===== src/rtl/sparse_pkg.sv =====
// Shared constants for the sparse vector format used by sparse_encoder and conversion.
// A slot is {index zero-extended to 8 bits, value}; a zero value marks an empty slot.
package sparse_pkg;

  localparam int unsigned ELEM_W = 8;
  localparam int unsigned N_ELEM = 16;
  localparam int unsigned N_SLOT = 8;
  localparam int unsigned IDX_W  = 4;
  localparam int unsigned SLOT_W = 16;

  localparam logic [1:0] StIdle = 2'd0;
  localparam logic [1:0] StScan = 2'd1;
  localparam logic [1:0] StDone = 2'd2;

endpackage


===== src/rtl/sparse_encoder.sv =====
// Dense-to-sparse compressor: scans one captured matrix row an element per cycle and packs
// up to N_SLOT nonzero (index, value) pairs into the sparse vector format.
module sparse_encoder #(
  parameter int unsigned ELEM_W = sparse_pkg::ELEM_W,
  parameter int unsigned N_ELEM = sparse_pkg::N_ELEM,
  parameter int unsigned N_SLOT = sparse_pkg::N_SLOT
) (
  input  logic                                  clk,
  input  logic                                  rst,
  input  logic                                  in_valid,
  output logic                                  in_ready,
  input  logic [N_ELEM*ELEM_W-1:0]              Matrix,
  output logic                                  out_valid,
  input  logic                                  out_ready,
  output logic [N_SLOT*sparse_pkg::SLOT_W-1:0]  Vector,
  output logic [$clog2(N_ELEM+1)-1:0]           nnz,
  output logic                                  overflow
);
  import sparse_pkg::*;

  localparam int unsigned IdxW = $clog2(N_ELEM);
  localparam int unsigned CntW = $clog2(N_SLOT + 1);
  localparam int unsigned NnzW = $clog2(N_ELEM + 1);
  localparam int unsigned PadW = SLOT_W - IdxW - ELEM_W;

  logic [1:0]                 state_q, state_d;
  logic [N_ELEM*ELEM_W-1:0]   mat_q, mat_d;
  logic [N_SLOT*SLOT_W-1:0]   vec_q, vec_d;
  logic [NnzW-1:0]            nnz_q, nnz_d;
  logic                       ovf_q, ovf_d;
  logic [CntW-1:0]            cnt_q, cnt_d;
  logic [IdxW-1:0]            ptr_q, ptr_d;

  logic [ELEM_W-1:0]          elem;
  logic [SLOT_W-1:0]          slot;
  logic                       nonzero;
  logic                       last;
  logic                       slot_free;

  always_comb begin
    elem = '0;
    for (int i = 0; i < N_ELEM; i++) begin
      if (ptr_q == IdxW'(i)) begin
        elem = mat_q[i*ELEM_W +: ELEM_W];
      end
    end
  end

  assign slot      = {{PadW{1'b0}}, ptr_q, elem};
  assign nonzero   = |elem;
  assign last      = (ptr_q == IdxW'(N_ELEM - 1));
  assign slot_free = (cnt_q < CntW'(N_SLOT));

  always_comb begin
    state_d = state_q;
    mat_d   = mat_q;
    vec_d   = vec_q;
    nnz_d   = nnz_q;
    ovf_d   = ovf_q;
    cnt_d   = cnt_q;
    ptr_d   = ptr_q;
    case (state_q)
      StIdle: begin
        if (in_valid) begin
          mat_d   = Matrix;
          vec_d   = '0;
          nnz_d   = '0;
          ovf_d   = 1'b0;
          cnt_d   = '0;
          ptr_d   = '0;
          state_d = StScan;
        end
      end
      StScan: begin
        if (nonzero) begin
          nnz_d = nnz_q + 1'b1;
          if (slot_free) begin
            for (int k = 0; k < N_SLOT; k++) begin
              if (cnt_q == CntW'(k)) begin
                vec_d[k*SLOT_W +: SLOT_W] = slot;
              end
            end
            cnt_d = cnt_q + 1'b1;
          end else begin
            // Excess nonzeros are still counted in nnz but their slots are dropped.
            ovf_d = 1'b1;
          end
        end
        if (last) begin
          state_d = StDone;
        end else begin
          ptr_d = ptr_q + 1'b1;
        end
      end
      StDone: begin
        if (out_ready) begin
          state_d = StIdle;
        end
      end
      default: state_d = StIdle;
    endcase
  end

  always_ff @(posedge clk or posedge rst) begin
    if (rst) begin
      state_q <= StIdle;
      mat_q   <= '0;
      vec_q   <= '0;
      nnz_q   <= '0;
      ovf_q   <= 1'b0;
      cnt_q   <= '0;
      ptr_q   <= '0;
    end else begin
      state_q <= state_d;
      mat_q   <= mat_d;
      vec_q   <= vec_d;
      nnz_q   <= nnz_d;
      ovf_q   <= ovf_d;
      cnt_q   <= cnt_d;
      ptr_q   <= ptr_d;
    end
  end

  assign in_ready  = (state_q == StIdle);
  assign out_valid = (state_q == StDone);
  assign Vector    = vec_q;
  assign nnz       = nnz_q;
  assign overflow  = ovf_q;

endmodule


===== config.mk =====
export PLATFORM = sky130hd
export DESIGN_NAME = sparse_encoder
export DESIGN_NICKNAME = d
export VERILOG_FILES = /design/src/rtl/sparse_pkg.sv /design/src/rtl/sparse_encoder.sv
export SDC_FILE = /design/constraint.sdc
export NUM_CORES = 1
export LEC_CHECK = 0
export ABC_CLOCK_PERIOD_IN_PS = 10000
export BUFFER_PORTS_ARGS = -buffer_cell sky130_fd_sc_hd__buf_2
export CAP_MARGIN = 20
export CORE_MARGIN = 10
export CORE_UTILIZATION = 45
export CTS_BUF_LIST = sky130_fd_sc_hd__clkbuf_4
export DETAILED_ROUTE_END_ITERATION = 16
export GPL_ROUTABILITY_DRIVEN = 0
export PLACE_DENSITY = 0.68
export SKIP_LAST_GASP = 1
export SLEW_MARGIN = 20
export SYNTH_ARGS = -nofsm -noshare
export SYNTH_HDL_FRONTEND = slang
export SYNTH_SLANG_ARGS = --single-unit

===== constraint.sdc =====
create_clock -name clk -period 10 [get_ports clk]
set_clock_uncertainty 0.15 [all_clocks]
set_input_delay 2.5 -clock clk [delete_from_list [all_inputs] [get_ports clk]]
set_output_delay 2.5 -clock clk [all_outputs]
set_load 0.02 [all_outputs]

==> flow_results.xml <==
<?xml version="1.0" encoding="UTF-8"?>
<metrics>
  <group name="critical_path">
    <metric name="worst-setup-path-type" unit="">register to register</metric>
    <metric name="slowest_delay" unit="ns">0.85</metric>
    <metric name="rr_endpoint" unit="">Vector[59]$_DFFE_PP0P_</metric>
    <metric name="timing.critical_path.to" unit="">Vector[59]$_DFFE_PP0P_</metric>
    <metric name="setup.worst_path.start" unit="">ptr_q[0]$_DFFE_PP0P_</metric>
    <metric name="crit_path_frequent_cell" unit="">sky130_fd_sc_hd__inv_1</metric>
    <metric name="worst_ep_arrival_time" unit="ns">5.12</metric>
    <metric name="req_time_crit_path" unit="ns">10.38</metric>
    <metric name="cp_slowest_cell" unit="">sky130_fd_sc_hd__o21ai_2</metric>
    <metric name="timing.critical_path.cells" unit="">inv_1, ha_1, buf_4, inv_1, o221a_2, o221ai_1, a32oi_1, a31oi_1, nand4b_2, o21ai_2, mux2_2</metric>
    <metric name="rr_startpoint" unit="">ptr_q[0]$_DFFE_PP0P_</metric>
    <metric name="critPathCaptureType" unit="">register</metric>
    <metric name="logic_depth_of_the_worst_path_buffers_included" unit="">11</metric>
    <metric name="reg2reg_setup_slack" unit="ns">5.27</metric>
    <metric name="crit_fanout" unit="">50</metric>
    <metric name="worstSetupStartpointType" unit="">register</metric>
    <metric name="timing.critical_path.buf_inv" unit="">3</metric>
    <metric name="path_delay_family" unit="">compound AO/OA/AOI/OAI gates</metric>
    <metric name="ff2ff_path_depth" unit="">11</metric>
  </group>
  <group name="clock_network">
    <metric name="clock_pin_slew_on_the_worst_setup_and_hold_paths" unit="ns">0.07</metric>
    <metric name="cts-buffers-inserted" unit="">66</metric>
    <metric name="cts.path.max_buffers" unit="">3</metric>
    <metric name="tritoncts_clock_tree" unit="">done</metric>
    <metric name="numClockSinks" unit="">240</metric>
    <metric name="post_cts_buffers" unit="">0</metric>
    <metric name="cts_htree_levels" unit="">3</metric>
    <metric name="cts_resized" unit="">0</metric>
    <metric name="cts_hold_buf" unit="">0</metric>
    <metric name="clk_latency" unit="ns">0.69</metric>
    <metric name="cts-root-buf" unit="">sky130_fd_sc_hd__clkbuf_4</metric>
  </group>
  <group name="synth">
    <metric name="asyncSetResetFlopFracSynth" unit="">1.000</metric>
    <metric name="syn_avg_cell_area" unit="um2">9.335</metric>
    <metric name="sequential_cell_area_fraction_in_the_yosys_report" unit="">0.5050</metric>
    <metric name="synth_area" unit="mm2">0.01189</metric>
    <metric name="synth_edf_count" unit="">0</metric>
    <metric name="synth_cell_type_count" unit="">79</metric>
    <metric name="synthesis.yosys.warnings" unit="">0</metric>
    <metric name="count_of_state_elements_after_synthesis" unit="">240</metric>
    <metric name="postSynthCellCount" unit="">1274</metric>
    <metric name="synth_top_flop_cell" unit="">sky130_fd_sc_hd__dfrtp_1</metric>
  </group>
  <group name="drt">
    <metric name="drt-initial-drc-count" unit="">826</metric>
    <metric name="vias" unit="">9883</metric>
    <metric name="route.detailed.vias_per_inst" unit="">5.265</metric>
    <metric name="route.antenna.remaining_nets" unit="">0</metric>
    <metric name="drt-pass1-iter-count" unit="">5</metric>
    <metric name="postRouteWirelength" unit="um">36140</metric>
    <metric name="drc" unit="">0</metric>
    <metric name="avgRoutedWirePerCell" unit="um">19.26</metric>
  </group>
  <group name="timing">
    <metric name="finalWorstPathRequiredPeriod" unit="ns">4.735</metric>
    <metric name="hold_viol" unit="">0</metric>
    <metric name="worstMarginPinSlew" unit="ns">1.114</metric>
    <metric name="achievable-frequency" unit="MHz">211.2</metric>
    <metric name="grt_setup_unrepaired" unit="">false</metric>
    <metric name="timing_max_transition_violations_final" unit="">0</metric>
    <metric name="timing.final.setup_violations" unit="">0</metric>
    <metric name="fin_tns_setup" unit="ns">0</metric>
    <metric name="timing.hold.ws" unit="ns">0.3256</metric>
    <metric name="timing.slew.headroom" unit="">0.2572</metric>
    <metric name="period_share" unit="">0.4735</metric>
  </group>
  <group name="cells_and_area">
    <metric name="layout_cells_sized_above_1" unit="">0.2484</metric>
    <metric name="finish.instance_area" unit="mm2">0.01371</metric>
    <metric name="final_net_count" unit="">1645</metric>
    <metric name="fillCellCount" unit="">2438</metric>
    <metric name="area_growth_syn_to_layout" unit="%">15.32</metric>
    <metric name="layout_commonest_cell" unit="">sky130_fd_sc_hd__nand2_1</metric>
    <metric name="layout_common_cells" unit="">sky130_fd_sc_hd__nand2_1, sky130_fd_sc_hd__dfrtp_1, sky130_fd_sc_hd__buf_2</metric>
  </group>
  <group name="die">
    <metric name="floorplan.initialDensity" unit="">0.4564</metric>
    <metric name="num_io_pins" unit="">268</metric>
    <metric name="core-area" unit="mm2">0.02606</metric>
    <metric name="floorplan.die_area" unit="mm2">0.03333</metric>
    <metric name="floorplan_die_height" unit="um">182.6</metric>
    <metric name="die_x" unit="um">182.6</metric>
    <metric name="fp-row-count" unit="">59</metric>
  </group>
  <group name="power">
    <metric name="power.ir.vdd_worst" unit="mV">0.1711</metric>
    <metric name="cellPowerDensity" unit="mW/mm2">361.9</metric>
    <metric name="power.leakage" unit="uW">0.007538</metric>
    <metric name="fin_total_pwr" unit="uW">4963</metric>
  </group>
  <group name="global_routing">
    <metric name="vias_in_the_first_global_route" unit="">10260</metric>
    <metric name="antenna_found_initial" unit="">5</metric>
    <metric name="grt_pass1_wl" unit="um">56210</metric>
    <metric name="grt_max_degree" unit="">127</metric>
    <metric name="grt_remaining_overflow" unit="">0</metric>
    <metric name="groute.usage.overall" unit="">0.2115</metric>
  </group>
  <group name="placement">
    <metric name="placed_area" unit="mm2">0.01292</metric>
    <metric name="dpl.hpwl" unit="um">25660</metric>
    <metric name="port_buffer_count" unit="">235</metric>
  </group>
  <group name="min_path">
    <metric name="timing.hold.worst.class" unit="">register to register</metric>
  </group>
  <group name="run">
    <metric name="maxCapViolCount" unit="">0</metric>
  </group>
  <group name="run_status">
    <metric name="outcome" unit="">finished, final reports clean</metric>
  </group>
</metrics>
## report_power, final
group          internal [uW]  switching [uW]  total (uW)
sequential              1400             303        1700
combinational            775            1630        2400
clock                    457             403         860
## registers in the layout, indices dropped and copies added (netlist names)
name and flops:
mat_q 128, Vector 96, nnz 5, cnt_q 4, ptr_q 4, state_q 2
overflow 1
## kinds of logic after synthesis
logic type,synth area share
and+or+nand+nor,0.2036
DFF,0.5050
AOI/OAI and AO/OA,0.1155
buffers and inverters,0.08017
muxes,0.08595
adders and majority gates,0.009469
other,0.0003153
## worst register-to-register path, stage by stage, from the launching register on
cell                       delay (ns)
sky130_fd_sc_hd__dfrtp_1         0.46
sky130_fd_sc_hd__inv_1           0.13
sky130_fd_sc_hd__ha_1            0.15
sky130_fd_sc_hd__buf_4           0.44
sky130_fd_sc_hd__inv_1           0.40
sky130_fd_sc_hd__o221a_2         0.37
sky130_fd_sc_hd__o221ai_1        0.22
sky130_fd_sc_hd__a32oi_1         0.14
sky130_fd_sc_hd__a31oi_1         0.28
sky130_fd_sc_hd__nand4b_2        0.60
sky130_fd_sc_hd__o21ai_2         0.86
sky130_fd_sc_hd__mux2_2          0.42
## synth_stat cells (all sizes together), types with 4 or more instances
cell type  number  area (um2)
nand2         483        1813
dfrtp         240        6006
mux2i          92       920.9
buf            78       646.9
o21ai          46       249.0
a21oi          45       229.0
inv            42       157.7
clkbuf         38       145.1
nor2           29       108.9
nand2b         12       82.58
nand3b         12       90.09
nor2b          12       75.07
ha              9       112.6
mux2            9       101.4
nand3           9       45.04
o22ai           9       62.56
a221oi          8       88.83
o2111ai         7       166.4
o221ai          7       67.56
a32oi           6       67.56
o211ai          6       45.04
a32o            5       50.05
a211oi          4       35.03
a2bb2oi         4       35.03
a311oi          4       35.03
a31oi           4       25.02
nand4           4       25.02
## how the worst min path moves through the flow
stage                                start                endpoint  slack (ns)  cells past startpoint
floorplan           mat_q[125]$_DFFE_PP0P_  mat_q[125]$_DFFE_PP0P_        0.29                      2
global placement     mat_q[74]$_DFFE_PP0P_   mat_q[74]$_DFFE_PP0P_        0.31                      2
detailed placement   mat_q[10]$_DFFE_PP0P_   mat_q[10]$_DFFE_PP0P_        0.31                      2
finish               mat_q[10]$_DFFE_PP0P_   mat_q[10]$_DFFE_PP0P_        0.33                      2
CTS                  mat_q[10]$_DFFE_PP0P_   mat_q[10]$_DFFE_PP0P_        0.33                      2
global route         mat_q[10]$_DFFE_PP0P_   mat_q[10]$_DFFE_PP0P_        0.34                      2
## stage by stage
step / util / cells / setup slack [ns]
finish: 0.5263 / 1877 / 5.265
global route: 0.5262 / 1876 / 5.042
CTS: 0.5258 / 1873 / 5.346
detailed placement: 0.4959 / 1771 / 5.306
global placement: 0.4959 / 1771 / 5.365
floorplan: - / 1305 / 0.7619
## final cells by class
| cell class | count | area (um2) | area share |
|---|---|---|---|
| Tap cell | 335 | 419.2 | 0.03056 |
| Antenna cell | 4 | 10.01 | 0.0007299 |
| Timing Repair Buffer | 247 | 1266 | 0.09233 |
| Clock buffer | 88 | 660.6 | 0.04817 |
| Sequential cell | 240 | 6006 | 0.4379 |
| Multi-Input combinational cell | 906 | 5065 | 0.3693 |
| Clock inverter | 14 | 118.9 | 0.008667 |
| Inverter | 43 | 168.9 | 0.01232 |
## routing by layer
| metal | part of all wire | up-vias | wire length, um | GRT usage |
|---|---|---|---|---|
| met4 | 0.027 | 4 | 984 | 0.08135 |
| li1 | - | 4660 | - | - |
| met5 | 0.00064 | - | 23 | 0 |
| met3 | 0.092 | 74 | 3308 | 0.06686 |
| met1 | 0.43 | 4686 | 15520 | 0.2724 |
| met2 | 0.45 | 459 | 16300 | 0.3252 |
No activity file was read; power rests on OpenSTA's default activity.
